--- config.mk ---
export PLATFORM = sky130hd
export DESIGN_NAME = pe_load_scheduler
export DESIGN_NICKNAME = d
export VERILOG_FILES = /design/src/rtl/pe_load_scheduler.sv
export SDC_FILE = /design/constraint.sdc
export NUM_CORES = 1
export LEC_CHECK = 0
export CORE_MARGIN = 10
export CORE_UTILIZATION = 52
export CTS_BUF_LIST = sky130_fd_sc_hd__clkbuf_16
export DETAILED_ROUTE_END_ITERATION = 10
export PLACE_DENSITY = 0.8
export REMOVE_ABC_BUFFERS = 1
export SYNTH_ARGS = -nofsm -noshare
export SYNTH_HDL_FRONTEND = slang
export SYNTH_SLANG_ARGS = --single-unit
--- constraint.sdc ---
create_clock -name clk -period 3.4 [get_ports clk]
set_clock_uncertainty 0.1 [all_clocks]
set_input_delay 0.51 -clock clk [delete_from_list [all_inputs] [get_ports clk]]
set_output_delay 0.51 -clock clk [all_outputs]
set_load 0.05 [all_outputs]
--- src/rtl/pe_load_scheduler.sv ---
// Pass sequencer for the PE array: staggered per-row weight loads, then activation
// load, then compute, repeated for a programmable number of passes.
module pe_load_scheduler #(
  parameter int NUM_ROWS         = 3,
  parameter int KERNEL_SIZE      = 3,
  parameter int WGHT_LOAD_CYCLES = KERNEL_SIZE**2 + 3,
  parameter int PASS_BITWIDTH    = 8
) (
  input  logic                     clk,
  input  logic                     reset,
  input  logic                     start,
  input  logic [PASS_BITWIDTH-1:0] num_passes,
  output logic [NUM_ROWS-1:0]      load_wght,
  output logic                     load_act,
  input  logic                     act_done,
  output logic                     pe_start,
  input  logic                     pe_done,
  output logic                     busy,
  output logic                     done,
  output logic [PASS_BITWIDTH-1:0] pass_idx
);

  localparam int ROW_W = (NUM_ROWS > 1) ? $clog2(NUM_ROWS) : 1;
  localparam int CNT_W = $clog2(WGHT_LOAD_CYCLES);

  localparam logic [ROW_W-1:0]         LAST_ROW  = ROW_W'(NUM_ROWS - 1);
  localparam logic [CNT_W-1:0]         WAIT_INIT = CNT_W'(WGHT_LOAD_CYCLES - 1);
  localparam logic [PASS_BITWIDTH-1:0] PASS_ONE  = PASS_BITWIDTH'(1);

  typedef enum logic [3:0] {
    IDLE, W_ISSUE, W_WAIT, A_ISSUE, A_WAIT, C_ISSUE, C_WAIT, NEXT, FINISH
  } state_t;

  state_t                     state, state_nxt;
  logic [ROW_W-1:0]           row, row_nxt;
  logic [CNT_W-1:0]           cnt, cnt_nxt;
  logic [PASS_BITWIDTH-1:0]   pass_nxt;
  logic [PASS_BITWIDTH-1:0]   passes, passes_nxt;

  // NOTE: reset is synchronous here, so it only appears inside the clocked branch,
  // never in the sensitivity list.
  always_ff @(posedge clk) begin
    if (reset) begin
      state    <= IDLE;
      row      <= '0;
      cnt      <= '0;
      pass_idx <= '0;
      passes   <= '0;
    end else begin
      state    <= state_nxt;
      row      <= row_nxt;
      cnt      <= cnt_nxt;
      pass_idx <= pass_nxt;
      passes   <= passes_nxt;
    end
  end

  // NOTE: every signal written below gets a default first so no path can infer a latch.
  always_comb begin
    state_nxt  = state;
    row_nxt    = row;
    cnt_nxt    = cnt;
    pass_nxt   = pass_idx;
    passes_nxt = passes;
    unique case (state)
      IDLE: begin
        if (start) begin
          passes_nxt = (num_passes == '0) ? PASS_ONE : num_passes;
          pass_nxt   = '0;
          row_nxt    = '0;
          cnt_nxt    = '0;
          state_nxt  = W_ISSUE;
        end
      end
      W_ISSUE: begin
        cnt_nxt   = WAIT_INIT;
        state_nxt = W_WAIT;
      end
      W_WAIT: begin
        // The window closes when the decremented count reaches zero, so each row
        // occupies exactly WGHT_LOAD_CYCLES cycles including its pulse.
        cnt_nxt = cnt - CNT_W'(1);
        if (cnt == CNT_W'(1)) begin
          if (row == LAST_ROW) begin
            row_nxt   = '0;
            state_nxt = A_ISSUE;
          end else begin
            row_nxt   = row + ROW_W'(1);
            state_nxt = W_ISSUE;
          end
        end
      end
      A_ISSUE: state_nxt = A_WAIT;
      A_WAIT:  if (act_done) state_nxt = C_ISSUE;
      C_ISSUE: state_nxt = C_WAIT;
      C_WAIT:  if (pe_done) state_nxt = NEXT;
      NEXT: begin
        if (pass_idx == passes - PASS_ONE) begin
          state_nxt = FINISH;
        end else begin
          pass_nxt  = pass_idx + PASS_ONE;
          state_nxt = W_ISSUE;
        end
      end
      FINISH:  state_nxt = IDLE;
      default: state_nxt = IDLE;
    endcase
  end

  // Pulses are pure state decodes, so they can never overlap and never see inputs.
  assign load_wght = (state == W_ISSUE) ? (NUM_ROWS'(1) << row) : '0;
  assign load_act  = (state == A_ISSUE);
  assign pe_start  = (state == C_ISSUE);
  assign done      = (state == FINISH);
  assign busy      = (state != IDLE);

endmodule

==> results of run 1 <==
## worst max-delay path by stage
| stage | start | to | slack [ns] | cells after the start |
|---|---|---|---|---|
| 4_1_cts | state[0] | load_wght[2] | 0.50 | 4 |
| 3_5_place_dp | passes[0] | pass_idx[4] | 0.68 | 8 |
| 2_1_floorplan | state[1] | done | 0.67 | 1 |
| 5_1_grt | state[0] | load_wght[2] | 0.33 | 4 |
| 3_3_place_gp | passes[0] | pass_idx[4] | 0.79 | 8 |
| 6_report | state[0] | load_wght[2] | 0.51 | 4 |
## sequential cells by signal (all words and copies together) (netlist names)
name and flops:
cnt 4, pass_idx 8, passes 8, row 2
state 4
## per-stage QoR
| step | total power (W) | hold slack, ns |
|---|---|---|
| after floorplan | 0.0005422 | 0.3428 |
| after global placement | 0.0006056 | 0.3657 |
| after detailed placement | 0.0006176 | 0.3690 |
| after CTS | 0.0008722 | 0.3904 |
| after global routing | 0.0009231 | 0.4125 |
| final | 0.0008717 | 0.3918 |
## critical path, cell delays in order (launching register included)
cell and delay [ns]:
dfxtp_1 0.49, nor2b_1 0.34, nand2_1 0.14, nor3b_1 0.21, clkdlybuf4s50_1 0.85
## power by group through the flow
stage | clock (W) | combinational (W) | sequential (W)
3_3_place_gp | 0 | 0.000237 | 0.000368
4_1_cts | 0.000259 | 0.000249 | 0.000365
6_report | 0.000256 | 0.000249 | 0.000366
5_1_grt | 0.000275 | 0.000278 | 0.000370
3_5_place_dp | 0 | 0.000246 | 0.000371
2_1_floorplan | 0 | 0.000180 | 0.000362
## cell usage after synthesis, types with 2 or more instances
master / count
nor2_1: 16
nand2_1: 28
mux2_2: 2
o21ai_0: 5
nor4_1: 2
dfxtp_1: 26
a211oi_1: 2
or4_4: 2
a21oi_1: 17
o21a_1: 2
nand4_1: 2
or3_1: 3
clkbuf_1: 10
inv_1: 6
a31oi_1: 2
o31ai_1: 2
o211a_1: 2
nor3_1: 15
o211ai_1: 2
or4_1: 2
nor3b_1: 3
xnor2_1: 7
a2111oi_0: 2
nor2b_1: 2
nand3_1: 6
xor2_1: 2
a41o_2: 2
ha_1: 4
mux2i_1: 2
and3_1: 6
## routing by layer
metal | wire, um | GRT usage | vias up | share of wire
met5 | 0 | 0 | - | 0
met4 | 34 | 0.05488 | 0 | 0.0087
met3 | 296 | 0.04654 | 4 | 0.076
met2 | 1868 | 0.2301 | 44 | 0.48
met1 | 1710 | 0.1803 | 694 | 0.44
li1 | - | - | 757 | -
## cells by family after synthesis
| group | share of synthesized area |
|---|---|
| AOI/OAI and AO/OA | 0.2085 |
| DFF | 0.3388 |
| xor gates and xnor gates | 0.05131 |
| and+or+nand+nor | 0.2964 |
| adders and majority gates | 0.03257 |
| muxes | 0.02769 |
| buffers and inverters | 0.04478 |
## final cells by class
class | count | area [sq um]
inverter | 6 | 22.52
fill | 238 | 892.1
timing repair buffer | 29 | 285.3
tap | 31 | 38.79
clock buffer | 3 | 75.07
sequential | 26 | 520.5
multi-input combinational | 154 | 947.2
## cells in the final DEF, fill, tap and decap left out, drive strengths merged, types with 5 or more instances in the layout
cell type / Yosys / routed
clkdlybuf4s50: 0 / 27
dfxtp: 26 / 26
a21oi: 18 / 18
nand3: 6 / 6
xnor2: 7 / 7
and3: 6 / 6
nand2: 28 / 28
nor3: 15 / 15
o21ai: 5 / 5
nor2: 16 / 16
inv: 6 / 6
==> flow_summary.ini, run 1 <==
[outcome]
status = finished, final reports clean

[floorplanning]
rows = 19
die_area_sq_um = 5529
core_area_sq_um = 2781
start_util = 0.5524
die_w_um = 74.36
die_h_um = 74.36
num_io_pins = 28

[setup_path]
critPathKind = reg -> out
reg2reg_to = pass_idx[4]
regToRegSetupSlack_ns = 0.65
critPathLaunchType = flop
crit_path_end_kind = output port
cp.arrival_ns = 2.28
required_ns = 2.79
reg2reg_depth = 8
r2r_start = passes[0]
worst-path-max-fanout = 10

[placement]
dpl.cell_count = 246
post-place-ws_ns = 0.6814
io_buffers = 27
finalWeightedCongestion = 0.9274
post_dp_cell_area_sq_um = 1814
dp_hpwl_um = 2955

[synth]
yosys.area.top_type = dfxtp_1
syn_area_sq_um = 1536
synth_edf_count = 0
synth-async-reset-ratio = 0
ys_seq_elements = 26
synth-main-ff-cell = dfxtp_1
syn_area_per_cell_sq_um = 7.760
yosysUniqueCellTypes = 44
synth-seq-area-share = 0.3388
yosys_warnings = 0
yosys.area.top_type_share = 0.3388
syn_inst = 198
synthTopCellsByArea = dfxtp_1 34%, nand2_1 6.8%, a21oi_1 5.5%, nor3_1 4.9%, xnor2_1 4.0%

[sta]
min_period_ns = 2.893
setup_viol = 0
worst_slack_ns = 0.5068
timing.fmax_mhz = 345.6
slew_violations = 0
fin_crit_sh = 0.8509
slew_headroom = 0.6282
setup_tns_ns = 0
rsz0062_at_grt = false
hold_viol = 0
worstMarginPinSlew_ns = 0.5570

[clock_tree]
clockRootBuffer = clkbuf_16
cts_tree = yes
worstSkewPairLatency_ns = 0.25
cts_resized = 0
cts.path.max_buffers = 2
numClockSinks = 26
cts_max_level = 1
hold_buffers = 0
clk_pin_slew_worst_paths_ns = 0.06
post-cts-setup-buffer-count = 0
cts_buffers = 3

[finish]
diodes = 0
instances_no_fill = 249
nNetsFinal = 237
final_util = 0.6793
stdcell_area_sq_um = 1889
area_delta_synth_final_pct = 22.96
drive_above_1_share = 0.07339

[pwr]
power_density_nw_per_um2 = 461.4
p_int_w = 0.0005932
p_leak_nw = 0.7109
ir_drop_v = 0.0003942
seqPwrFrac = 0.420
p_switching_w = 0.0002785
p_comb_frac = 0.286
switching_share = 0.3195
clkPwrFrac = 0.294

[drt]
routedWlPerCell_um = 15.70
drt_iter0_markers = 144
vias = 1499
routed_wl_um = 3910
drc = 0
dr.pass1.iters = 4
ant_nets = 0
via_per_inst = 6.020

[global_route]
grt_max_degree = 23
grt_pass1_vias = 1455
grt_antenna_before_repair = 0
grt.total_usage = 0.1454
grt_pass1_wl_um = 6603
grt_overflow = 0

[flow_run]
cap_violations = 0

[min_path]
hold_class = reg -> reg
whs_path_depth = 2
min_to = passes[7]
min_from = passes[7]
Note: power is estimated with default switching activity, not from simulation.
==> run 2, diff against run 1 <==
Settings changed: CAP_MARGIN set to 20, REMOVE_ABC_BUFFERS 1 to unset.
==> run 2 against run 1 <==
Net effect: non-clock buffer count fell by 1; hold slack better by 0.0029 ns; critical path depth unchanged; first-iteration DRC count shrank 13%; sequential share of layout area is 0.11 points higher; total power is 0.50% lower; final cell count fell by 0.40%; fmax up 0.31%; combinational power barely moved; critical endpoint unchanged; final area fell by 0.40%; clock power shrank 2%; clock-buffer cell count unchanged.
==> flow_summary.ini, run 2 (synthesis results as in run 1) <==
[outcome]
status = finished, final reports clean

[finish]
final_cell_mix = 28 x nand2_1, 27 x clkdlybuf4s50_1, 26 x dfxtp_1
nNetsFinal = 236
drive_above_1_share = 0.06912
instances_no_fill = 248
fillCellCount = 235
reg_top3 = pass_idx (8), passes (8)
area_delta_synth_final_pct = 22.48
final_common_cell = nand2_1
diodes = 0

[clock_tree]
hold_buffers = 0
cts_max_level = 1
cts_resized = 0
cts_buffers = 3
cts.path.max_buffers = 2
numClockSinks = 26
worstSkewPairLatency_ns = 0.26
clockRootBuffer = clkbuf_16
clk_pin_slew_worst_paths_ns = 0.06
post-cts-setup-buffer-count = 0
cts_tree = yes

[setup_path]
cp_slowest_cell = clkdlybuf4s50_1
crit_path_end_kind = output port
critPathLaunchType = flop
required_ns = 2.79
crit_chain = nor2b_1, nand2_1, nor3b_1, clkdlybuf4s50_1
cp_num_buf_inv = 1
crit_family = buffers and inverters
cp.arrival_ns = 2.27
slowest_delay_ns = 0.85
critPathKind = reg -> out
worst-path-max-fanout = 10

[drt]
routed_wl_um = 3835
dr.pass1.iters = 5
drc = 0
drt_iter0_markers = 125
ant_nets = 0
via_per_inst = 6.129
routedWlPerCell_um = 15.46
vias = 1520

[global_route]
grt_pass1_wl_um = 6334
grt_pass1_vias = 1448
grt_max_degree = 23
grt_overflow = 0
grt.total_usage = 0.1385
grt_antenna_before_repair = 0

[sta]
hold_viol = 0
slew_headroom = 0.4993
setup_viol = 0
worstMarginPinSlew_ns = 0.7487
min_period_ns = 2.884
rsz0062_at_grt = false
fin_crit_sh = 0.8483
slew_violations = 0
timing.fmax_mhz = 346.7
setup_tns_ns = 0

[placement]
dpl.cell_count = 245
finalWeightedCongestion = 0.8435
dp_hpwl_um = 2937
io_buffers = 27

[floorplanning]
rows = 19
core_area_sq_um = 2781
die_h_um = 74.36
die_area_sq_um = 5529
die_w_um = 74.36
start_util = 0.5524
num_io_pins = 28

[pwr]
clkPwrFrac = 0.291
p_leak_nw = 0.7061
seqPwrFrac = 0.422
power_density_nw_per_um2 = 460.9
p_int_w = 0.0005923
p_comb_frac = 0.287
ir_drop_v = 0.0004448
p_switching_w = 0.0002750
switching_share = 0.3171

[min_path]
hold_class = reg -> reg

[flow_run]
cap_violations = 0

[synth]
synth_fp_nets = 215
[run 2: cell count changes in the layout (fill, tap and decap cells not counted), sizes merged]
cell and delta:
buf -1
[run 2: worst reg2reg max path: cells and delay by family (launching register included)]
family,cells,cell delay [ns]
AO/OA/AOI/OAI,4,0.98
adder cells (fa/ha/maj),1,0.22
buffers and inverters,1,0.10
flip-flops,1,0.34
AND/OR/NAND/NOR,2,0.92
[run 2: final cells by class]
class / count / area (sq um) / area share
sequential: 26 / 520.5 / 0.2766
timing repair buffer: 28 / 277.8 / 0.1476
inverter: 6 / 22.52 / 0.01197
clock buffer: 3 / 75.07 / 0.03989
multi-input combinational: 154 / 947.2 / 0.5033
tap: 31 / 38.79 / 0.02061
[run 2: routing by layer]
metal | GRT usage | part of all wire | up-vias
met4 | 0.05488 | 0.015 | 0
met2 | 0.2415 | 0.50 | 60
met1 | 0.1506 | 0.41 | 695
met5 | 0 | 0 | -
met3 | 0.04787 | 0.080 | 10
li1 | - | - | 755
[run 2: path summary, 6_finish.rpt]
| path | start | endpoint | slack [ns] | cells past startpoint |
|---|---|---|---|---|
| setup / recovery | state[0] | load_wght[2] | 0.52 | 4 |
| hold / removal | passes[7] | passes[7] | 0.39 | 2 |
| setup reg to reg | passes[0] | pass_idx[4] | 0.67 | 8 |
| hold reg to reg | passes[7] | passes[7] | 0.39 | 2 |
[run 2: per-stage QoR]
stage	area [sq um]	util	worst slack, ns	total power (W)	hold WS [ns]
2_1_floorplan	1536	-	0.4637	0.0005514	0.3488
3_3_place_gp	1807	0.6496	0.8059	0.0006051	0.3699
3_5_place_dp	1807	0.6496	0.6806	0.0006173	0.3798
4_1_cts	1882	0.6766	0.5009	0.0008737	0.4029
5_1_grt	1882	0.6766	0.3057	0.0009159	0.4364
6_report	1882	0.6766	0.5159	0.0008673	0.3947
[run 2: power groups by stage]
stage,clock (W),combinational (W),sequential (W)
2_1_floorplan,0,0.000202,0.000350
3_3_place_gp,0,0.000237,0.000368
3_5_place_dp,0,0.000246,0.000371
4_1_cts,0.000261,0.000248,0.000365
5_1_grt,0.000268,0.000278,0.000370
6_report,0.000252,0.000249,0.000366
